==> src/rtl/alu_pkg.sv <==
// Shared ALU/multdiv definitions: datapath width, divider iteration counter
// width and the divider FSM state encoding.
package alu_pkg;

  localparam int ALU_WIDTH = 32;
  localparam int DIV_CNT_W = 6;

  typedef enum logic [1:0] {
    DIV_ST_IDLE = 2'd0,
    DIV_ST_RUN  = 2'd1,
    DIV_ST_FIX  = 2'd2,
    DIV_ST_DONE = 2'd3
  } div_state_t;

endpackage : alu_pkg

==> src/rtl/div_restoring_seq_sub_cla.sv <==
// Carry-lookahead subtractor: diff = a - b computed as a + ~b + 1, built from
// 8-bit lookahead groups; the top group is narrower when N is not a multiple of 8.
module sub_cla #(
  parameter int N = 33
) (
  input  logic [N-1:0] a_i,
  input  logic [N-1:0] b_i,
  output logic [N-1:0] diff_o,
  output logic         borrow_o
);

  localparam int NG     = (N + 7) / 8;
  localparam int LAST_W = N - (NG - 1) * 8;

  logic [N-1:0]  p_s;
  logic [N-1:0]  g_s;
  logic [N:0]    c_s;
  logic [NG-1:0] grp_g_s;
  logic [NG-1:0] grp_p_s;
  logic [NG:0]   grp_c_s;

  // Bitwise propagate/generate against the inverted subtrahend.
  always_comb begin
    p_s = a_i ^ ~b_i;
    g_s = a_i & ~b_i;
  end

  // Group P/G, lookahead across groups, then carries inside each group.
  always_comb begin
    grp_g_s = '0;
    grp_p_s = '0;
    grp_c_s = '0;
    c_s     = '0;
    for (int j = 0; j < NG; j++) begin
      grp_g_s[j] = 1'b0;
      grp_p_s[j] = 1'b1;
      for (int k = 0; k < ((j == NG - 1) ? LAST_W : 8); k++) begin
        grp_g_s[j] = g_s[j*8+k] | (p_s[j*8+k] & grp_g_s[j]);
        grp_p_s[j] = grp_p_s[j] & p_s[j*8+k];
      end
    end
    grp_c_s[0] = 1'b1;
    for (int j = 0; j < NG; j++) begin
      grp_c_s[j+1] = grp_g_s[j] | (grp_p_s[j] & grp_c_s[j]);
    end
    for (int j = 0; j < NG; j++) begin
      c_s[j*8] = grp_c_s[j];
      for (int k = 0; k < ((j == NG - 1) ? LAST_W : 8) - 1; k++) begin
        c_s[j*8+k+1] = g_s[j*8+k] | (p_s[j*8+k] & c_s[j*8+k]);
      end
    end
    c_s[N] = grp_c_s[NG];
  end

  // A missing carry out of the top bit means a borrow.
  always_comb begin
    diff_o   = p_s ^ c_s[N-1:0];
    borrow_o = ~c_s[N];
  end

endmodule : sub_cla

==> src/rtl/div_restoring_seq.sv <==
// Multicycle signed restoring divider: one quotient bit per clock on magnitudes,
// sign correction afterwards, start/ready handshake and divide-by-zero flag.
module div_restoring_seq
  import alu_pkg::*;
#(
  parameter int WIDTH = ALU_WIDTH,
  parameter int CNT_W = DIV_CNT_W
) (
  input  logic             clock,
  input  logic             reset_n,
  input  logic             ctrl_DIV,
  input  logic [WIDTH-1:0] data_operandA,
  input  logic [WIDTH-1:0] data_operandB,
  output logic [WIDTH-1:0] data_result,
  output logic [WIDTH-1:0] data_remainder,
  output logic             data_exception,
  output logic             data_resultRDY,
  output logic             busy
);

  localparam logic [CNT_W-1:0] LAST_CNT = CNT_W'(WIDTH - 1);

  div_state_t       state_q, state_d;
  logic [CNT_W-1:0] cnt_q, cnt_d;
  logic [WIDTH-1:0] rem_q, rem_d;
  logic [WIDTH-1:0] quo_q, quo_d;
  logic [WIDTH-1:0] dvs_q, dvs_d;
  logic             neg_quo_q, neg_quo_d;
  logic             neg_rem_q, neg_rem_d;
  logic [WIDTH-1:0] result_q, result_d;
  logic [WIDTH-1:0] remout_q, remout_d;
  logic             exc_q, exc_d;
  logic             rdy_q, rdy_d;
  logic             busy_q, busy_d;

  logic [WIDTH-1:0] abs_a_s;
  logic [WIDTH-1:0] abs_b_s;
  logic             b_zero_s;
  logic [WIDTH:0]   part_s;
  logic [WIDTH:0]   diff_s;
  logic             borrow_s;
  logic             take_s;

  // Two's complement negate (~x + 1) when en is set; MIN_INT maps to itself.
  function automatic logic [WIDTH-1:0] cond_neg(input logic [WIDTH-1:0] x,
                                                input logic             en);
    logic [WIDTH-1:0] r;
    if (en) begin
      r = ~x + {{(WIDTH-1){1'b0}}, 1'b1};
    end else begin
      r = x;
    end
    return r;
  endfunction

  // Operand magnitudes and the shifted partial remainder for this step.
  always_comb begin
    abs_a_s  = cond_neg(data_operandA, data_operandA[WIDTH-1]);
    abs_b_s  = cond_neg(data_operandB, data_operandB[WIDTH-1]);
    b_zero_s = (data_operandB == {WIDTH{1'b0}});
    part_s   = {rem_q, quo_q[WIDTH-1]};
  end

  sub_cla #(
    .N (WIDTH + 1)
  ) u_sub (
    .a_i      (part_s),
    .b_i      ({1'b0, dvs_q}),
    .diff_o   (diff_s),
    .borrow_o (borrow_s)
  );

  // Restore (keep the shifted remainder) unless the trial subtraction is non-negative.
  always_comb begin
    take_s = ~borrow_s & ~diff_s[WIDTH];
  end

  // Next-state and output-register logic; a start in any state (re)launches an op.
  always_comb begin
    state_d   = state_q;
    cnt_d     = cnt_q;
    rem_d     = rem_q;
    quo_d     = quo_q;
    dvs_d     = dvs_q;
    neg_quo_d = neg_quo_q;
    neg_rem_d = neg_rem_q;
    result_d  = result_q;
    remout_d  = remout_q;
    exc_d     = exc_q;
    rdy_d     = 1'b0;
    busy_d    = busy_q;
    if (ctrl_DIV) begin
      dvs_d     = abs_b_s;
      neg_quo_d = data_operandA[WIDTH-1] ^ data_operandB[WIDTH-1];
      neg_rem_d = data_operandA[WIDTH-1];
      cnt_d     = '0;
      rem_d     = '0;
      quo_d     = abs_a_s;
      exc_d     = 1'b0;
      if (b_zero_s) begin
        state_d  = DIV_ST_DONE;
        exc_d    = 1'b1;
        result_d = '0;
        remout_d = '0;
        rdy_d    = 1'b1;
        busy_d   = 1'b0;
      end else begin
        state_d  = DIV_ST_RUN;
        busy_d   = 1'b1;
      end
    end else begin
      case (state_q)
        DIV_ST_IDLE: begin
          state_d = DIV_ST_IDLE;
        end
        DIV_ST_RUN: begin
          rem_d = take_s ? diff_s[WIDTH-1:0] : part_s[WIDTH-1:0];
          quo_d = {quo_q[WIDTH-2:0], take_s};
          cnt_d = cnt_q + CNT_W'(1);
          if (cnt_q == LAST_CNT) begin
            state_d = DIV_ST_FIX;
          end else begin
            state_d = DIV_ST_RUN;
          end
        end
        DIV_ST_FIX: begin
          result_d = cond_neg(quo_q, neg_quo_q);
          remout_d = cond_neg(rem_q, neg_rem_q);
          rdy_d    = 1'b1;
          busy_d   = 1'b0;
          state_d  = DIV_ST_DONE;
        end
        DIV_ST_DONE: begin
          state_d = DIV_ST_IDLE;
        end
        default: begin
          state_d = DIV_ST_IDLE;
        end
      endcase
    end
  end

  // State and output registers.
  always_ff @(posedge clock or negedge reset_n) begin
    if (!reset_n) begin
      state_q   <= DIV_ST_IDLE;
      cnt_q     <= '0;
      rem_q     <= '0;
      quo_q     <= '0;
      dvs_q     <= '0;
      neg_quo_q <= 1'b0;
      neg_rem_q <= 1'b0;
      result_q  <= '0;
      remout_q  <= '0;
      exc_q     <= 1'b0;
      rdy_q     <= 1'b0;
      busy_q    <= 1'b0;
    end else begin
      state_q   <= state_d;
      cnt_q     <= cnt_d;
      rem_q     <= rem_d;
      quo_q     <= quo_d;
      dvs_q     <= dvs_d;
      neg_quo_q <= neg_quo_d;
      neg_rem_q <= neg_rem_d;
      result_q  <= result_d;
      remout_q  <= remout_d;
      exc_q     <= exc_d;
      rdy_q     <= rdy_d;
      busy_q    <= busy_d;
    end
  end

  assign data_result    = result_q;
  assign data_remainder = remout_q;
  assign data_exception = exc_q;
  assign data_resultRDY = rdy_q;
  assign busy           = busy_q;

endmodule : div_restoring_seq

==> config.mk <==
export PLATFORM = sky130hd
export DESIGN_NAME = div_restoring_seq
export DESIGN_NICKNAME = d
export VERILOG_FILES = /design/src/rtl/alu_pkg.sv /design/src/rtl/div_restoring_seq_sub_cla.sv /design/src/rtl/div_restoring_seq.sv
export SDC_FILE = /design/constraint.sdc
export NUM_CORES = 1
export LEC_CHECK = 0
export CORE_ASPECT_RATIO = 0.8
export CORE_MARGIN = 1.5
export CORE_UTILIZATION = 45
export CTS_CLUSTER_SIZE = 12
export DETAILED_ROUTE_END_ITERATION = 12
export PLACE_DENSITY_LB_ADDON = 0.08
export SLEW_MARGIN = 0
export SYNTH_ARGS = -nofsm -noshare
export SYNTH_HDL_FRONTEND = slang
export SYNTH_SLANG_ARGS = --single-unit
==> constraint.sdc <==
create_clock -name clock -period 14.78 [get_ports clock]
set_input_delay 1.478 -clock clock [delete_from_list [all_inputs] [get_ports clock]]
set_output_delay 1.478 -clock clock [all_outputs]
set_load 0.02 [all_outputs]
==> out/metrics.csv, run 1 <==
stage,metric,value,unit
clock_tree,CTS tree,yes,
layout,Nets,1425,
floorplan,# IOs,134,
layout,"most common cell after layout, fill and taps aside",dfrtp_1,
worst_setup_path,crit path max fanout,7,
clock_tree,# resized after CTS,0,
routing,wire per inst,18.04,µm
timing,actual slew at the worst max-slew pin,1.161,ns
clock_tree,CTS sink cnt,173,
timing,setup violators final,0,
run,Max-Cap Viols,0,
worst_setup_path,CP arrival,5.98,ns
power,static leakage,5.907,nW
logic_synthesis,YS warnings,0,
floorplan,Initial Util,0.4611,
timing,pins over their slew limit,0,
worst_setup_path,CP Launch Type,flip-flop,
timing,final hold viol count,0,
grt,overall routing resource usage,0.2338,
worst_setup_path,Crit Path Category,flip-flop to flip-flop,
routing,Pre-antenna DRT Iters,11,
run_status,status,finished with violations,
timing,final worst slack,9.141,ns
timing,crit path time final,5.639,ns
layout,ant diodes,0,
power,Sw Pwr,0.6031,mW
timing,Max Clock Freq,0.1773,GHz
floorplan,die height,144.7,µm
power,Internal,1.056,mW
timing,fin crit share,0.3815,
routing,via count,9112,
run_status,failing checks,design-rule violations,
power,clock share of power,0.281,
placement,Final GP Congestion,0.8675,
clock_tree,CTS Buf Count,17,
timing,Slew headroom,0.2235,
floorplan,Rows,51,
clock_tree,Post CTS Setup Buffer Count,0,
logic_synthesis,ys async rst share,1.000,
routing,final WL,29300,µm
logic_synthesis,top_reg_cell synth,dfrtp_1,
floorplan,die width,180.2,µm
grt,initial antenna violation count,0,
floorplan,die footprint,0.02607,mm²
layout,"commonest non-fill, non-tap cells in the layout","173 x dfrtp_1, 131 x clkdlybuf4s50_1, 87 x nor2_1, 79 x nand2_1, 76 x o21ai_0",
worst_setup_path,CP Capture Type,flip-flop,
power,combinational power share,0.322,
placement,hpwl dp,21240,µm
layout,share of cells above drive strength 1,0.05666,
logic_synthesis,Synth Cell Area,0.01130,mm²
logic_synthesis,"EDFF count, synth",0,
logic_synthesis,"area leader, netlist",dfrtp_1,
timing,RSZ-0062 raised after global routing,false,
logic_synthesis,Post-Synthesis Cells,1206,
grt,global route overflow,0,
timing,Final TNS setup,0,ns
clock_tree,H-tree levels,4,
timing,Final Skew,0.01511,ns
clock_tree,hold buffer count at cts,0,
power,VDD IR max,0.07355,mV
power,switch share,0.3635,
grt,largest net degree at the start of global routing,112,
placement,port buffer count,133,
worst_hold_path,worst hold path class,flip-flop to flip-flop,
routing,post-route ant nets,0,
placement,pre-CTS setup slack,9.226,ns
routing,DR DRC count,8,
grt,vias in the first global route,8286,
power,register share of total power,0.397,
logic_synthesis,Unique masters post-synth,60,
logic_synthesis,Post-Syn Area per Cell,9.368,µm²
grt,first-pass GRT wire length,47710,µm
logic_synthesis,Synthesized Nets,1338,
power,P per Cell Area,123.2,mW/mm²
routing,via/cell ratio,5.611,
logic_synthesis,"Seq/Total Area, Yosys",0.3832,
layout,Syn-to-layout area delta,19.19,%
worst_setup_path,required time of the critical path,15.12,ns
logic_synthesis,#FFs+latches synth,173,
routing,Detailed Route Iter0 Violations,755,
logic_synthesis,Yosys top cell area share,0.3832,
logic_synthesis,top post-synthesis cells by area,"dfrtp_1 38%, xor2_1 5.7%, fa_1 4.8%",
clock_tree,clk slew on worst S/H paths,0.08,ns
clock_tree,clock root buffer,clkbuf_16,
clock_tree,Clock Latency Late Sink,0.44,ns
clock_tree,Max clock buf depth,2,
floorplan,core area,0.02450,mm²
## power by group through the flow
stage | registers (mW) | logic (mW) | clock network [mW]
after floorplan | 0.689 | 0.278 | 0
after global placement | 0.664 | 0.527 | 0
after detailed placement | 0.667 | 0.533 | 0
after CTS | 0.657 | 0.536 | 0.476
after global routing | 0.674 | 0.589 | 0.494
final | 0.659 | 0.535 | 0.465
## layout make-up
| cell class | instances | area, µm² |
|---|---|---|
| clock buffers | 18 | 439.2 |
| inverters | 52 | 195.2 |
| repair buffers | 145 | 1424 |
| fillers | 2260 | 11040 |
| clock inverters | 14 | 166.4 |
| multi-input cells | 904 | 6515 |
| flip-flops and latches | 173 | 4329 |
| well taps | 318 | 397.9 |
## kinds of logic (layout without fill, tap and decap cells)
| kind of cell | Yosys count | in the layout | synth area share |
|---|---|---|---|
| adder cells (fa/ha/maj) | 65 | 65 | 0.08992 |
| buffers and inverters | 129 | 229 | 0.04407 |
| multiplexers | 27 | 27 | 0.02403 |
| flip-flops | 173 | 173 | 0.3832 |
| AO/OA/AOI/OAI | 328 | 328 | 0.1963 |
| AND/OR/NAND/NOR | 356 | 356 | 0.1632 |
| XOR/XNOR | 128 | 128 | 0.09922 |
## synth_stat cells (all sizes together) (3+ instances only)
cell,n
o31ai,31
o2bb2ai,6
xor2,74
nor2,88
nor4b,3
a211oi,37
fa,27
or4,15
nand3,12
ha,38
o41ai,15
clkbuf,65
mux2i,26
or3,24
nand3b,5
nor2b,5
nor3b,5
nand4,9
inv,52
nor3,45
or2,5
o21ai,76
a21o,37
xnor2,54
a21oi,58
a22o,23
dfrtp,173
nor4,35
o21bai,25
nand2b,10
nand2,79
and2,9
buf,12
o211ai,4
## final timing paths
kind | depth (start not counted) | to | slack (ns) | start
max | 20 | rem_q[31] | 9.14 | rem_q[0]
min | 1 | data_result[10] | 0.48 | data_result[10]
max reg2reg | 20 | rem_q[31] | 9.14 | rem_q[0]
min reg2reg | 1 | data_result[10] | 0.48 | data_result[10]
max in group asynchronous | 2 | data_result[4] | 12.57 | reset_n
min in group asynchronous | 1 | dvs_q[8] | 0.94 | reset_n
## sequential cells by signal (all words and copies together) (netlist names), 2 cells and up
name,cells
rem_q,32
data_result,32
quo_q,32
data_remainder,32
dvs_q,32
cnt_q,6
state_q,2
## through the flow
step                        util  area [µm²]  hold slack, ns  cells  power [mW]
after global placement    0.5249       12860          0.4615   1592       1.191
after detailed placement  0.5249       12860          0.4668   1592       1.200
after CTS                 0.5496       13470          0.4834   1624       1.670
after floorplan                -       11300          0.4892   1206      0.9671
final                     0.5496       13470          0.4777   1624       1.659
after global routing      0.5496       13470          0.4936   1624       1.757
## per-layer routing
layer | GRT usage | share of wire
met5 | 0 | 0
met4 | 0.05219 | 0.0082
met3 | 0.04254 | 0.065
met2 | 0.2824 | 0.36
met1 | 0.4042 | 0.57
## worst max-delay path, cell delays in order, from the launching register on
cell and delay, ns:
dfrtp_1 0.47, ha_1 0.35, a31oi_1 0.18, o221ai_1 0.16, a221oi_1 0.45, o311ai_0 0.21, buf_4 0.20, a21boi_0 0.22
fa_1 0.22, inv_1 0.05, fa_1 0.37, fa_1 0.40, fa_1 0.39, fa_1 0.39, fa_1 0.38, fa_1 0.39
xor2_1 0.21, nand2_1 0.09, o21ai_0 0.16, mux2i_1 0.10, a21oi_1 0.17
Note: power is estimated with default switching activity, not from simulation.
==> run 2: changes to the inputs <==
clock period = 5.6 ns   (was 14.78 ns; I/O delays follow)
==> run 2 against run 1 <==
Die area unchanged. Setup slack lost 8.8 ns. The flow still finishes with violations (design-rule violations). Flip-flop and latch count stayed put. First-iteration DRC count down 24%.
==> out/metrics.csv, run 2 (synthesis results as in run 1) <==
stage,metric,value,unit
run_status,status,finished with violations,
run_status,failing checks,design-rule violations,
worst_setup_path,crit path max fanout,5,
power,VDD IR max,0.1967,mV
timing,fin crit share,0.9371,
timing,actual slew at the worst max-slew pin,1.202,ns
floorplan,Rows,51,
floorplan,# IOs,134,
worst_setup_path,CP arrival,5.53,ns
clock_tree,CTS Buf Count,17,
placement,Final GP Congestion,0.8685,
worst_setup_path,reg2reg path depth,21,
timing,final worst slack,0.3524,ns
grt,vias in the first global route,8337,
grt,overall routing resource usage,0.2339,
layout,share of cells above drive strength 1,0.06899,
worst_hold_path,worst hold path class,primary input to asynchronous set/reset pin,
clock_tree,# resized after CTS,0,
clock_tree,clock root buffer,clkbuf_16,
timing,RSZ-0062 raised after global routing,false,
placement,hpwl dp,21060,µm
grt,first-pass GRT wire length,47530,µm
worst_setup_path,"critical path, cell by cell",inv_1 > ha_1 > a31oi_2 > o221ai_2 > a221oi_2 > o311ai_1 > buf_4 > a21boi_2 > fa_1 > inv_1 > fa_1 > fa_1 > fa_1 > fa_1 > fa_1 > fa_1 > xor2_1 > nand2_1 > o21ai_0 > mux2i_1 > a21oi_1,
worst_setup_path,Crit Path Category,flip-flop to flip-flop,
worst_setup_path,r2r endpoint,rem_q[31],
floorplan,die height,144.7,µm
worst_setup_path,Crit path top cell by count,fa_1,
grt,global route overflow,0,
clock_tree,Max clock buf depth,2,
placement,port buffer count,133,
clock_tree,Clock Latency Late Sink,0.44,ns
worst_setup_path,CP Capture Type,flip-flop,
layout,Nets,1438,
worst_setup_path,R2R Setup Slk,0.35,ns
clock_tree,CTS sink cnt,173,
placement,pre-CTS setup slack,0.07801,ns
routing,DR DRC count,11,
timing,pins over their slew limit,0,
clock_tree,CTS tree,yes,
timing,Slew headroom,0.1962,
timing,crit path time final,5.248,ns
clock_tree,Post CTS Setup Buffer Count,0,
routing,via/cell ratio,5.634,
routing,wire per inst,18.06,µm
layout,ant diodes,0,
worst_setup_path,slowest library cell on the worst path,dfrtp_1,
routing,Detailed Route Iter0 Violations,575,
grt,initial antenna violation count,0,
timing,Final Skew,0.01261,ns
placement,Cells after DPL,1605,
floorplan,core area,0.02450,mm²
routing,via count,9223,
clock_tree,clk slew on worst S/H paths,0.07,ns
run,Max-Cap Viols,0,
floorplan,Initial Util,0.4611,
routing,post-route ant nets,0,
worst_setup_path,CP peak stage delay,0.39,ns
timing,Max Clock Freq,0.1906,GHz
clock_tree,H-tree levels,4,
layout,Syn-to-layout area delta,20.39,%
timing,final hold viol count,0,
worst_setup_path,family with the most delay on the worst path,adder cells,
worst_setup_path,CP Buf/Inv Count,3,
worst_setup_path,required time of the critical path,5.89,ns
grt,largest net degree at the start of global routing,143,
floorplan,die footprint,0.02607,mm²
worst_setup_path,CP Launch Type,flip-flop,
layout,"most common cell after layout, fill and taps aside",dfrtp_1,
power,static leakage,5.994,nW
layout,Final Instance Count excl. Fillers,1637,
routing,final WL,29570,µm
layout,fill count,2225,
timing,Final TNS setup,0,ns
power,P per Cell Area,325.1,mW/mm²
clock_tree,hold buffer count at cts,0,
floorplan,die width,180.2,µm
timing,setup violators final,0,
layout,"commonest non-fill, non-tap cells in the layout","173 x dfrtp_1, 131 x clkdlybuf4s50_1, 87 x nor2_1, 79 x nand2_1, 75 x o21ai_0",
worst_setup_path,FF-to-FF Start,dvs_q[2],
routing,Pre-antenna DRT Iters,9,
## run 2: cell types whose count changed in the layout (fill, tap and decap cells not counted), moves of 2 or more
cell        before  now
inv_6            4    2
clkinvlp_4       2    0
clkinv_4         1    3
buf_4           12   25
## run 2: area by class of cell
type	count	area, µm²	share of cell area
clock inverters	15	195.2	0.01435
inverters	52	195.2	0.01435
well taps	318	397.9	0.02925
flip-flops and latches	173	4329	0.3183
repair buffers	158	1521	0.1119
clock buffers	17	425.4	0.03128
multi-input cells	904	6538	0.4806
## run 2: per-stage QoR
stage	util	instance area [µm²]	hold WS [ns]	power (mW)
floorplan	-	11300	0.2644	2.553
global placement	0.5289	12960	0.4597	3.170
detailed placement	0.5289	12960	0.4668	3.189
CTS	0.5542	13580	0.2049	4.440
global route	0.5551	13600	0.2390	4.679
finish	0.5551	13600	0.1613	4.423
## run 2: worst max-delay path by stage
| stage | startpoint | to | slack (ns) | cells after the start |
|---|---|---|---|---|
| 4_1_cts | quo_q[31] | rem_q[31] | 0.03 | 21 |
| 6_report | dvs_q[2] | rem_q[31] | 0.35 | 21 |
| 5_1_grt | dvs_q[2] | rem_q[31] | 0.02 | 21 |
| 3_5_place_dp | dvs_q[2] | rem_q[31] | 0.08 | 21 |
| 2_1_floorplan | rem_q[0] | rem_q[31] | 0.53 | 19 |
| 3_3_place_gp | quo_q[31] | rem_q[31] | 0.24 | 21 |
## run 2: power breakdown
part	leakage, nW	switching (mW)	total, mW	internal (mW)
registers	2.18	0.243	1.71	1.47
clock network	0.303	0.590	1.24	0.650
logic	3.51	0.781	1.47	0.690
total	5.99	1.61	4.42	2.81
## run 2: metal layers
metal / share of wire / GRT usage
met2: 0.35 / 0.2828
met3: 0.067 / 0.04930
met1: 0.57 / 0.4015
met5: 0 / 0
met4: 0.0086 / 0.04865
==> run 3: changes to the inputs <==
CAP_MARGIN = 20   (was unset)
==> run 3 against run 2 <==
The flow still finishes with violations (design-rule violations). Critical path depth did not move. Hold slack improved by 0.0064 ns. Non-clock buffer count rose by 3. Die area did not move. Final cell count rose by 0.18%. Utilization rose by 0.29 points. Clock skew fell by 0.0012 ns. Flip-flop and latch count did not move. Global-route usage did not move. Sequential share of layout area fell by 0.16 points. Fmax barely moved. Sequential power barely moved.
==> out/metrics.csv, run 3 (synthesis results as in run 1) <==
stage,metric,value,unit
worst_setup_path,slowest library cell on the worst path,dfrtp_1,
worst_setup_path,CP Buf/Inv Count,3,
clock_tree,Post CTS Setup Buffer Count,0,
layout,"most common cell after layout, fill and taps aside",dfrtp_1,
clock_tree,CTS Buf Count,17,
worst_setup_path,crit path max fanout,5,
floorplan,# IOs,134,
routing,post-route ant nets,0,
worst_setup_path,CP Capture Type,flip-flop,
placement,port buffer count,133,
worst_setup_path,Crit Path Category,flip-flop to flip-flop,
power,P per Cell Area,323.8,mW/mm²
timing,Final Skew,0.01137,ns
floorplan,Rows,51,
run_status,failing checks,design-rule violations,
timing,Slew headroom,0.3474,
timing,final hold viol count,0,
timing,actual slew at the worst max-slew pin,0.9789,ns
worst_setup_path,r2r endpoint,rem_q[31],
layout,"commonest non-fill, non-tap cells in the layout","173 x dfrtp_1, 131 x clkdlybuf4s50_1, 87 x nor2_1, 79 x nand2_1, 75 x o21ai_0",
routing,Pre-antenna DRT Iters,9,
routing,DR DRC count,11,
layout,share of cells above drive strength 1,0.07110,
routing,final WL,29500,µm
floorplan,Initial Util,0.4611,
layout,Nets,1441,
timing,crit path time final,5.247,ns
grt,first-pass GRT wire length,47530,µm
layout,Syn-to-layout area delta,21.01,%
worst_setup_path,"critical path, cell by cell",inv_1 > ha_1 > a31oi_2 > o221ai_2 > a221oi_2 > o311ai_1 > buf_4 > a21boi_2 > fa_1 > inv_1 > fa_1 > fa_1 > fa_1 > fa_1 > fa_1 > fa_1 > xor2_1 > nand2_1 > o21ai_0 > mux2i_1 > a21oi_1,
worst_setup_path,CP arrival,5.54,ns
floorplan,core area,0.02450,mm²
grt,largest net degree at the start of global routing,143,
layout,post-layout util,0.5580,
placement,hpwl dp,21060,µm
placement,Final GP Congestion,0.8685,
clock_tree,CTS tree,yes,
routing,via count,9218,
run,Max-Cap Viols,0,
worst_setup_path,required time of the critical path,5.89,ns
floorplan,die footprint,0.02607,mm²
clock_tree,Max clock buf depth,2,
layout,fin area,0.01367,mm²
worst_setup_path,family with the most delay on the worst path,adder cells,
floorplan,die height,144.7,µm
floorplan,die width,180.2,µm
worst_setup_path,R2R Setup Slk,0.35,ns
timing,setup violators final,0,
timing,pins over their slew limit,0,
timing,Max Clock Freq,0.1906,GHz
clock_tree,CTS sink cnt,173,
timing,fin crit share,0.9369,
grt,initial antenna violation count,0,
worst_setup_path,FF-to-FF Start,dvs_q[2],
power,static leakage,6.026,nW
worst_setup_path,CP Launch Type,flip-flop,
timing,Final TNS setup,0,ns
worst_setup_path,Crit path top cell by count,fa_1,
grt,overall routing resource usage,0.2339,
timing,RSZ-0062 raised after global routing,false,
routing,via/cell ratio,5.621,
clock_tree,H-tree levels,4,
power,Overall Power,4.427,mW
clock_tree,clock root buffer,clkbuf_16,
placement,placed inst area,0.01296,mm²
worst_hold_path,worst hold path class,primary input to asynchronous set/reset pin,
worst_setup_path,CP peak stage delay,0.39,ns
clock_tree,Clock Latency Late Sink,0.44,ns
routing,wire per inst,17.99,µm
layout,ant diodes,0,
clock_tree,clk slew on worst S/H paths,0.07,ns
worst_setup_path,Critical Path End,rem_q[31],
worst_setup_path,Worst path depth,21,
worst_setup_path,reg2reg path depth,21,
grt,global route overflow,0,
run_status,status,finished with violations,
worst_setup_path,Worst Setup SP,dvs_q[2],
grt,vias in the first global route,8337,
power,VDD IR max,0.1968,mV
routing,Detailed Route Iter0 Violations,696,
-- run 3: cell types whose count changed in the layout (fill, tap and decap cells not counted) --
cell	change
buf_8	+1
buf_16	+2
-- run 3: routing by layer --
metal | vias to the layer above | routed length, µm | part of all wire | GRT usage
met3 | 20 | 1956 | 0.066 | 0.04930
met5 | - | 0 | 0 | 0
met1 | 4357 | 16810 | 0.57 | 0.4015
li1 | 4559 | - | - | -
met4 | 0 | 242 | 0.0082 | 0.04865
met2 | 282 | 10490 | 0.36 | 0.2828
-- run 3: what timing repair did --
item,CTS,global route
gates resized for setup,0,7
hold buffers,0,0
endpoints found under the setup margin,0,3
endpoints found under the hold margin,0,0
-- run 3: worst min-delay path by stage --
stage | from | to | cells past startpoint | slack (ns)
floorplan | reset_n | busy | 0 | 0.26
global route | reset_n | dvs_q[15] | 1 | 0.24
detailed placement | data_result[3] | data_result[3] | 1 | 0.47
global placement | data_remainder[1] | data_remainder[1] | 1 | 0.46
finish | reset_n | dvs_q[15] | 1 | 0.17
CTS | reset_n | dvs_q[14] | 1 | 0.20
-- run 3: report_power, final --
| group | internal (mW) | leakage, nW | total (mW) | switching, mW |
|---|---|---|---|---|
| sequential | 1.47 | 2.18 | 1.71 | 0.242 |
| clock | 0.650 | 0.303 | 1.24 | 0.591 |
| combinational | 0.694 | 3.54 | 1.48 | 0.782 |
| total | 2.81 | 6.03 | 4.43 | 1.61 |
-- run 3: through the flow --
| stage | hold slack, ns | std cells | setup slack, ns |
|---|---|---|---|
| 2_1_floorplan | 0.2644 | 1206 | 0.5310 |
| 3_3_place_gp | 0.4597 | 1605 | 0.2430 |
| 3_5_place_dp | 0.4668 | 1605 | 0.07801 |
| 4_1_cts | 0.2049 | 1637 | 0.03096 |
| 5_1_grt | 0.2390 | 1640 | 0.01619 |
| 6_report | 0.1676 | 1640 | 0.3533 |
-- run 3: final cells by class --
type	count	area [µm²]
Multi-Input combinational cell	904	6538
Tap cell	318	397.9
Sequential cell	173	4329
Timing Repair Buffer	161	1592
Inverter	52	195.2
Clock buffer	17	425.4
Clock inverter	15	195.2
Fill cell	2217	10830
